**config.mk**
```make
export PLATFORM = sky130hd
export DESIGN_NAME = dio_bank
export DESIGN_NICKNAME = d
export VERILOG_FILES = /design/src/rtl/dio_bank.sv
export SDC_FILE = /design/constraint.sdc
export NUM_CORES = 1
export LEC_CHECK = 0
export CORE_ASPECT_RATIO = 1.5
export CORE_MARGIN = 2
export CORE_UTILIZATION = 36
export CTS_BUF_LIST = sky130_fd_sc_hd__clkbuf_4 sky130_fd_sc_hd__clkbuf_8
export CTS_CLUSTER_DIAMETER = 80
export DETAILED_ROUTE_END_ITERATION = 6
export GPL_TIMING_DRIVEN = 0
export SLEW_MARGIN = 15
export SYNTH_ARGS = -nofsm -noshare
export SYNTH_HDL_FRONTEND = slang
export SYNTH_SLANG_ARGS = --single-unit
```
**constraint.sdc**
```tcl
create_clock -name clk -period 3.4 [get_ports clk]
set_input_delay 0.68 -clock clk [delete_from_list [all_inputs] [get_ports clk]]
set_output_delay 0.68 -clock clk [all_outputs]
set_load 0.02 [all_outputs]
```
**src/rtl/dio_bank.sv**
```systemverilog
// dio_bank: debounced key/switch entry register with a multi-digit seven-segment readout.
// Each of the three keys is synchronised, debounced and turned into a one-cycle command
// pulse on a rising debounced level. Commands are clear, load and increment, executed in
// that priority. Load writes the switch byte into the current byte lane and advances the lane.
// Every hex digit shows one nibble of the register, active-low gfedcba.
module dio_bank #(
    parameter int DIGITS     = 4,
    parameter int DEB_CYCLES = 50000,
    localparam int W         = 4 * DIGITS,
    localparam int LANES     = DIGITS / 2,
    localparam int LW        = (LANES > 1) ? $clog2(LANES) : 1
) (
    input  logic                clk,
    input  logic                rst,
    input  logic [2:0]          key,
    input  logic [7:0]          sw,
    output logic [W-1:0]        value,
    output logic [LW-1:0]       lane,
    output logic [7*DIGITS-1:0] hex
);

    // Wide enough to hold DEB_CYCLES-1, which is the count that ends a debounce.
    localparam int CW = (DEB_CYCLES > 2) ? $clog2(DEB_CYCLES) : 1;

    localparam logic [CW-1:0] CntLast = CW'(DEB_CYCLES - 1);
    localparam logic [LW-1:0] LaneLast = LW'(LANES - 1);

    // Key bit positions.
    localparam int KeyClr = 0;
    localparam int KeyLd  = 1;
    localparam int KeyInc = 2;

    logic [2:0]         sync1_q, sync2_q;
    logic [2:0]         st_q, st_d;
    logic [2:0][CW-1:0] cnt_q, cnt_d;
    logic [2:0]         cmd_q, rise;
    logic [W-1:0]       value_q, value_d;
    logic [LW-1:0]      lane_q, lane_d;

    // Two-flop synchronisers for the asynchronous key levels.
    always_ff @(posedge clk or posedge rst) begin
        if (rst) begin
            sync1_q <= '0;
            sync2_q <= '0;
        end else begin
            sync1_q <= key;
            sync2_q <= sync1_q;
        end
    end

    // Debounce: a level change is accepted after DEB_CYCLES consecutive differing samples.
    // Any sample equal to the stable level clears the count, so bounces restart it.
    always_comb begin
        st_d  = st_q;
        cnt_d = '0;
        rise  = '0;
        for (int k = 0; k < 3; k++) begin
            if (sync2_q[k] != st_q[k]) begin
                if (cnt_q[k] == CntLast) begin
                    st_d[k] = sync2_q[k];
                    rise[k] = sync2_q[k];
                end else begin
                    cnt_d[k] = cnt_q[k] + 1'b1;
                end
            end
        end
    end

    // Debounce state and registered command pulses; cmd fires on the edge st rises.
    always_ff @(posedge clk or posedge rst) begin
        if (rst) begin
            st_q  <= '0;
            cnt_q <= '0;
            cmd_q <= '0;
        end else begin
            st_q  <= st_d;
            cnt_q <= cnt_d;
            cmd_q <= rise;
        end
    end

    // Command execution, one per cycle; lower-priority pulses in the same cycle are dropped.
    always_comb begin
        value_d = value_q;
        lane_d  = lane_q;
        if (cmd_q[KeyClr]) begin
            value_d = '0;
            lane_d  = '0;
        end else if (cmd_q[KeyLd]) begin
            value_d[8*int'(lane_q) +: 8] = sw;
            lane_d = (lane_q == LaneLast) ? '0 : lane_q + 1'b1;
        end else if (cmd_q[KeyInc]) begin
            value_d = value_q + 1'b1;
        end
    end

    // Register contents and load lane pointer.
    always_ff @(posedge clk or posedge rst) begin
        if (rst) begin
            value_q <= '0;
            lane_q  <= '0;
        end else begin
            value_q <= value_d;
            lane_q  <= lane_d;
        end
    end

    assign value = value_q;
    assign lane  = lane_q;

    // Active-low gfedcba pattern for one hex nibble.
    function automatic logic [6:0] seg7(input logic [3:0] nib);
        logic [6:0] s;
        case (nib)
            4'h0:    s = 7'b1000000;
            4'h1:    s = 7'b1111001;
            4'h2:    s = 7'b0100100;
            4'h3:    s = 7'b0110000;
            4'h4:    s = 7'b0011001;
            4'h5:    s = 7'b0010010;
            4'h6:    s = 7'b0000010;
            4'h7:    s = 7'b1111000;
            4'h8:    s = 7'b0000000;
            4'h9:    s = 7'b0010000;
            4'hA:    s = 7'b0001000;
            4'hB:    s = 7'b0000011;
            4'hC:    s = 7'b1000110;
            4'hD:    s = 7'b0100001;
            4'hE:    s = 7'b0000110;
            default: s = 7'b0001110;
        endcase
        return s;
    endfunction

    // Segment decode straight from the register, no extra pipeline stage.
    always_comb begin
        hex = '0;
        for (int i = 0; i < DIGITS; i++) begin
            hex[7*i +: 7] = seg7(value_q[4*i +: 4]);
        end
    end

endmodule

```
== Yosys cells after proc, flatten, opt, wreduce, memory -nomap -nowiden ==
Memories as Yosys holds them, arrays and structs flattened.
Index checks and enable logic that the tools add are counted.

* Add/subtract/negate cells: 6
* $mul: 0
* Divide/modulo/power cells: 0
* $lt $le $gt $ge: 0
* Equal/unequal tests: 6
* Shifts and indexed selects: 2
* Multiplexer cells: 19
* Bitwise gates (word level): 0
* Reduce and logical (&&, ||, !) cells: 5

{| class="wikitable"
|+ Operators with widths
! cell !! count
|-
| $mux 16 || 9
|-
| $add 16x1->16 const B || 4
|-
| $eq 16x16->1 const B || 3
|-
| $neg 4->33 || 1
|-
| $shift 8x33->16 const A || 1
|-
| $shiftx 8x33->16 || 1
|-
| $bwmux 16 || 1
|-
| $mux 1 || 9
|-
| $reduce_and 2->1 || 3
|-
| $ne 1x1->1 || 3
|-
| $reduce_bool 3->1 || 1
|-
| $reduce_bool 2->1 || 1
|-
| $add 1x1->1 const B || 1
|}

* Flip-flop bits (word level): 77
* Bits in latches: 0
* RAM bits: 0
* ROM bits: 448
* Output and inout port bits: 45
* Logic and storage cells: 53
* Memories kept: 4

{| class="wikitable"
|+ Memories
! memory !! words !! bits a word !! rd ports !! clocked after Yosys merged registers in !! wr ports !! RTL line !! text
|-
| (name not given) || 16 || 7 || 1 || 0 || 0 || 114 || <nowiki>case (nib)</nowiki>
|-
| (name not given) || 16 || 7 || 1 || 0 || 0 || 114 ||
|-
| (name not given) || 16 || 7 || 1 || 0 || 0 || 114 ||
|-
| (name not given) || 16 || 7 || 1 || 0 || 0 || 114 ||
|}

== Logic depth before layout (Yosys ltp) ==
Gate-level depths: netlist of run 1.

* Word-level depth: 5
* Depth in mapped cells: 6

== Least setup slack after synthesis of run 1 ==
Ideal clock, no wire load.

* Kind: reg2out
* Start point: register value_q[11] (netlist: value[11])
* End point: output port hex[14]
* Arrival time: 1.649 ns
* Data required time: 2.720 ns
* Path slack: 1.071 ns
* Stages on the path, launching flop included: 5
* Buffers on the path: 2
* Cells stage by stage: dfrtp_1 > clkbuf_1 > buf_1 > nor2_1 > o31ai_1

* Word-level cells in the longest chain between the ends: 1

{| class="wikitable"
|+ Ends and longest elaborated chain
! item !! RTL line !! text
|-
| start, declared || 37 || <nowiki>logic [W-1:0] value_q, value_d;</nowiki>
|-
| start signal, assigned || 103 || <nowiki>value_q <= value_d;</nowiki>
|-
| $mem_v2 16x7 || - ||
|-
| end, declared || 19 || <nowiki>output logic [7*DIGITS-1:0] hex</nowiki>
|}

Every way passes these cells.

== Worst setup path in the final report of run 1 ==
* Start point: register value_q[0] (netlist: value[0])
* End point: output port hex[3]

Same word-level chain as after synthesis.

==> results.sh, run 1 <==
export IMPL_synthTopCellsByArea="dfrtp_1 40%, xnor2_1 7.6%, ha_1 7.0%"
export IMPL_path_cells="buf_2, inv_1, ha_1, inv_1, mux4_2, clkdlybuf4s50_1"
export IMPL_end_kind="output port"
export IMPL_place_ws_ps=535
export IMPL_slowest_stage="clkdlybuf4s50_1"
export IMPL_grt_pass1_wl_um=19800
export IMPL_dr_pass1_iters=4
export IMPL_cts_hold_buf=0
export IMPL_final_antenna_net_count=0
export IMPL_netlist_instances=535
export IMPL_maxCapViolCount=0
export IMPL_numCtsBuffers=9
export IMPL_max_freq_mhz=308
export IMPL_clk_latency_ps=350
export IMPL_cts_root_buf="clkbuf_8"
export IMPL_finish_utilization=0.451
export IMPL_p_seq_frac=0.501
export IMPL_ys_seq_elements=77
export IMPL_synth_async_reset_ratio=1.00
export IMPL_drtIter0Drc=236
export IMPL_timing_hold_ws_ps=352
export IMPL_worst_clock_skew_ps=14.2
export IMPL_critPathArrivalTime_ps=2570
export IMPL_cts_tree="built"
export IMPL_crit_top_cell="inv_1"
export IMPL_fin_crit_sh=0.956
export IMPL_portBuffers=57
export IMPL_io_pin_count=58
export IMPL_switching_share=0.213
export IMPL_drt_total_wl_um=11600
export IMPL_clk_pin_slew_ps=80
export IMPL_post_synth_top_count_cell="nor2_1"
export IMPL_min_period_ps=3250
export IMPL_clockBufferDepth=2
export IMPL_cts_resized_gates=0
export IMPL_initial_utilization=0.371
export IMPL_grt_max_degree=50
export IMPL_drt_vias_per_instance=5.46
export IMPL_routed_via_count=4196
export IMPL_p_comb_frac=0.037
export IMPL_power_mw=1.87
export IMPL_hold_path_class="register to register"
export IMPL_drc_errors=0
export IMPL_syn_nets=575
export IMPL_synth_top_area_share=0.397
export IMPL_yosys_top_cells_count="86 x nor2_1, 77 x dfrtp_1, 42 x xnor2_1, 37 x nand2_1, 29 x inv_1"
export IMPL_die_h_um=146
export IMPL_core_um2=13100
export IMPL_slew_headroom=0.561
export IMPL_synth_edf_count=0
export IMPL_final_layout_size_suffix_gt1_frac=0.0722
export IMPL_synth_area_per_cell_um2=9.06
export IMPL_cts_max_level=3
export IMPL_layout_nets=644
export IMPL_clkPwrFrac=0.462
export IMPL_die_w_um=98.8
export IMPL_grt_usage=0.163
export IMPL_tns_ps=0
export IMPL_final_area_um2=5900
export IMPL_internal_power_mw=1.47
export IMPL_antenna_found_initial=0
export IMPL_rsz0062_at_grt="false"
export IMPL_setup_violations=0
export IMPL_worst_ir_drop_vdd_v=0.000213
export IMPL_synth_seq_area_share=0.397
export IMPL_syn_area_um2=4850
export IMPL_synth_top_flop_cell="dfrtp_1"
export IMPL_p_leak_nw=2.38
export IMPL_cts_setup_buffers=0
export IMPL_placed_cell_area_um2=5650
export IMPL_yosys_area_top_type="dfrtp_1"
export IMPL_wl_per_cell_um=15.1
export IMPL_worst_pin_slew_ps=654
export IMPL_syn_to_final_growth_pct=21.7
export IMPL_dp_cells=752
export IMPL_slew_viol_final=0
export IMPL_required_ps=2720
export IMPL_grt_pass1_vias=4217
export IMPL_power_density_nw_per_um2=318
export IMPL_crit_fanout=8
export IMPL_rows=51
export IMPL_outcome="finished clean"
export IMPL_switchingPower_mw=0.399
export IMPL_diodes=0
export IMPL_fin_cells=768
export IMPL_dp_hpwl_um=8610
export IMPL_ys_types=60
export IMPL_die_area_um2=14400
export IMPL_place_congestion=0.857
export IMPL_hold_viol_final=0
export IMPL_clkSinkCount=77
export IMPL_crit_path_max_incr_delay_ps=560
export IMPL_crit_type="register to output port"
export IMPL_setup_slack_ps=148
export IMPL_grt_overflow_total=0
export IMPL_crit_path_start_kind="register"
export IMPL_yosys_warnings=0
metal layers:
metal  global-route usage  vias up  part of all wire
met5                    0        -                 0
met4               0.0685        0             0.020
met3               0.0211       19             0.034
met2                0.288      106              0.52
met1                0.199     2049              0.42
li1                     -     2022                 -
power by group through the flow:
stage	sequential, mW	clock [mW]	combinational [mW]
final	0.940	0.865	0.0690
after CTS	0.940	0.890	0.0708
after global routing	0.942	0.929	0.0789
after detailed placement	0.958	0	0.0702
after global placement	0.957	0	0.0656
after floorplan	0.955	0	0.0378
placed cells by master, fill, tap and decap left out, drive strengths merged, types with 14 or more instances in the layout:
| cell type | synthesis | layout |
|---|---|---|
| nor2 | 86 | 86 |
| dfrtp | 77 | 77 |
| clkdlybuf4s50 | 0 | 57 |
| xnor2 | 42 | 42 |
| nand2 | 37 | 37 |
| inv | 29 | 29 |
| ha | 27 | 27 |
| clkbuf | 15 | 26 |
| nand3 | 22 | 22 |
| o21ai | 21 | 21 |
| nand4 | 19 | 19 |
| nor4 | 19 | 19 |
| a21oi | 14 | 14 |
worst paths after layout:
| path | slack, ps | startpoint | depth (start not counted) | endpoint |
|---|---|---|---|---|
| hold reg to reg | 350 | sync1_q[2] | 0 | sync2_q[2] |
| max in group asynchronous | 2160 | rst | 3 | cnt_q[4] |
| min in group asynchronous | 670 | rst | 2 | cnt_q[37] |
| setup / recovery | 150 | value[0] | 6 | hex[3] |
| setup reg to reg | 1240 | value[1] | 6 | value[14] |
| hold / removal | 350 | sync1_q[2] | 0 | sync2_q[2] |
kinds of logic (layout without fill, tap and decap cells):
group	after synthesis	after routing	synth area share
adder cells (fa/ha/maj)	27	27	0.0697
AND/OR/NAND/NOR	232	232	0.239
flip-flops	77	77	0.397
AO/OA/AOI/OAI	80	80	0.116
XOR/XNOR	50	50	0.0903
buffers and inverters	52	126	0.0428
multiplexers	17	17	0.0454
critical path, delay by kind of cell (launching register included):
kind,cells,cell delay [ps]
muxes,1,470
adders and majority gates,1,340
buffers and inverters,4,990
DFF,1,430
cell type report:
type / count / area (um^2)
fillers: 1236 / 7180
plain buffers: 23 / 98.8
multi-input cells: 406 / 2710
clock inverters: 5 / 108
clock buffers: 11 / 145
flip-flops and latches: 77 / 1930
repair buffers: 58 / 598
inverters: 29 / 111
well taps: 159 / 199
flip-flops by register name (all words and copies together), names as in the netlist:
name / cells
cmd_q: 3
value: 16
cnt_q: 48
sync1_q: 3
lane: 1
sync2_q: 3
st_q: 3
No activity file was read; power rests on OpenSTA's default activity.
==> run 2: changes to the inputs <==
PLACE_DENSITY = 0.61   (was not set)
SETUP_SLACK_MARGIN = 0.1   (was not set)
==> run 2 against run 1 <==
  * Worst setup slack better by 120 ps
  * Utilization down 0.37 points
  * Non-clock buffer count is the same
  * First-iteration DRC count increased by 12%
  * Sequential power about the same
  * Maximum frequency up 3.7%
  * Count of clock-buffer cells in the layout unchanged
  * Sequential cell count unchanged
  * Worst hold slack worse by 2.6 ps
  * Global-route usage is essentially flat
  * Critical path depth shrank 1
  * Final cell count down 0.13%
  * Largest power group unchanged
  * Highest routed layer unchanged
==> results.sh, run 2 (same netlist as run 1, synthesis figures left out) <==
export IMPL_wl_met3_um=434
export IMPL_dp_hpwl_um=8630
export IMPL_slew_viol_final=0
export IMPL_cts_max_level=3
export IMPL_worst_pin_slew_ps=695
export IMPL_cts_hold_buf=0
export IMPL_grt_max_degree=58
export IMPL_crit_top_cell="inv_1"
export IMPL_core_um2=13100
export IMPL_reg2reg_depth=6
export IMPL_worstSetupStartpoint="value[8]"
export IMPL_min_period_ps=3140
export IMPL_drtIter0Drc=265
export IMPL_place_ws_ps=520
export IMPL_clk_pin_slew_ps=90
export IMPL_fill_cells=1284
export IMPL_cts_tree="built"
export IMPL_hold_path_class="register to register"
export IMPL_top_register="cnt_q"
export IMPL_slew_headroom=0.533
export IMPL_rrSetupSlack_ps=1260
export IMPL_crit_fanout=8
export IMPL_critPathArrivalTime_ps=2460
export IMPL_regToRegStartpoint="value[1]"
export IMPL_place_congestion=0.882
export IMPL_setup_violations=0
export IMPL_final_layout_size_suffix_gt1_frac=0.0707
export IMPL_path_cells="inv_1, ha_1, inv_1, mux4_2, clkdlybuf4s50_1"
export IMPL_maxCapViolCount=0
export IMPL_critPathTopFamily="buffers and inverters"
export IMPL_hold_viol_final=0
export IMPL_grt_overflow_total=0
export IMPL_wl_met2_um=6050
export IMPL_outcome="finished clean"
export IMPL_numCtsBuffers=9
export IMPL_layout_nets=644
export IMPL_grt_usage=0.163
export IMPL_met1_length_um=4800
export IMPL_diodes=0
export IMPL_dr_pass1_iters=5
export IMPL_io_pin_count=58
export IMPL_final_area_um2=5850
export IMPL_cp_num_buf_inv=3
export IMPL_fin_cells=767
export IMPL_crit_path_end="hex[17]"
export IMPL_antenna_found_initial=0
export IMPL_cts_setup_buffers=0
export IMPL_drc_errors=0
export IMPL_slowest_stage="clkdlybuf4s50_1"
export IMPL_power_density_nw_per_um2=293
export IMPL_rows=51
export IMPL_largest_register_ffs=48
export IMPL_crit_path_start_kind="register"
export IMPL_grt_pass1_vias=4169
export IMPL_cts_root_buf="clkbuf_8"
export IMPL_path_depth=5
export IMPL_placed_cell_area_um2=5650
export IMPL_portBuffers=57
export IMPL_tns_ps=0
export IMPL_grt_pass1_wl_um=19700
export IMPL_dp_cells=752
export IMPL_initial_utilization=0.371
export IMPL_timing_hold_ws_ps=349
export IMPL_final_cell_mix="86 x nor2_1, 77 x dfrtp_1, 55 x clkdlybuf4s50_1"
export IMPL_clockBufferDepth=2
export IMPL_clk_latency_ps=360
export IMPL_worst_clock_skew_ps=18.8
export IMPL_setup_slack_ps=265
export IMPL_p_leak_nw=2.39
export IMPL_final_antenna_net_count=0
export IMPL_power_mw=1.71
export IMPL_die_w_um=98.8
export IMPL_die_area_um2=14400
export IMPL_clkSinkCount=77
export IMPL_highest_layer="met4"
export IMPL_wl_per_cell_um=15.0
export IMPL_r2r_end="value[14]"
export IMPL_drt_total_wl_um=11500
export IMPL_crit_type="register to output port"
export IMPL_routed_via_count=4153
export IMPL_required_ps=2720
export IMPL_rsz0062_at_grt="false"
export IMPL_drt_vias_per_instance=5.41
export IMPL_crit_path_max_incr_delay_ps=550
export IMPL_end_kind="output port"
export IMPL_fin_crit_sh=0.922
export IMPL_die_h_um=146
export IMPL_finish_utilization=0.447
export IMPL_syn_to_final_growth_pct=20.7
export IMPL_max_freq_mhz=319
export IMPL_worst_ir_drop_vdd_v=0.000195
export IMPL_layout_commonest_cell="nor2_1"
## run 2: cell count changes in the layout (fill, tap and decap cells not counted), sizes merged
cell / before / now
bufinv: 3 / 1
clkdlybuf4s50: 57 / 55
dlymetal6s2s: 0 / 2
clkinvlp: 0 / 1
## run 2: worst min path at each step
stage,start,endpoint,cells past startpoint
after detailed placement,sync1_q[0],sync2_q[0],0
after global routing,sync1_q[0],sync2_q[0],0
final,sync1_q[0],sync2_q[0],0
after CTS,sync1_q[0],sync2_q[0],0
after floorplan,sync1_q[0],sync2_q[0],0
after global placement,sync1_q[0],sync2_q[0],0
## run 2: repair_timing
item / CTS / global route
setup endpoints to repair: 0 / 2
endpoints found under the hold margin: 0 / 0
resized for setup: 0 / 2
## run 2: cell type report
cell class | instances | area (um^2) | share of cell area
buffer | 23 | 98.8 | 0.0169
clock buffer | 11 | 151 | 0.0259
clock inverter | 4 | 47.5 | 0.00812
inverter | 29 | 111 | 0.0190
multi-input combinational | 406 | 2710 | 0.464
sequential | 77 | 1930 | 0.329
tap | 159 | 199 | 0.0340
timing repair buffer | 58 | 603 | 0.103
## run 2: power breakdown
group | total (mW) | internal [mW] | switching (mW)
clock | 0.704 | 0.373 | 0.332
combinational | 0.0691 | 0.0289 | 0.0402
sequential | 0.940 | 0.927 | 0.0126
## run 2: per-layer routing
layer  up-vias  global-route usage
met4         0              0.0644
met2       104               0.293
met5         -                   0
li1       2020                   -
met3        20              0.0249
met1      2009               0.191
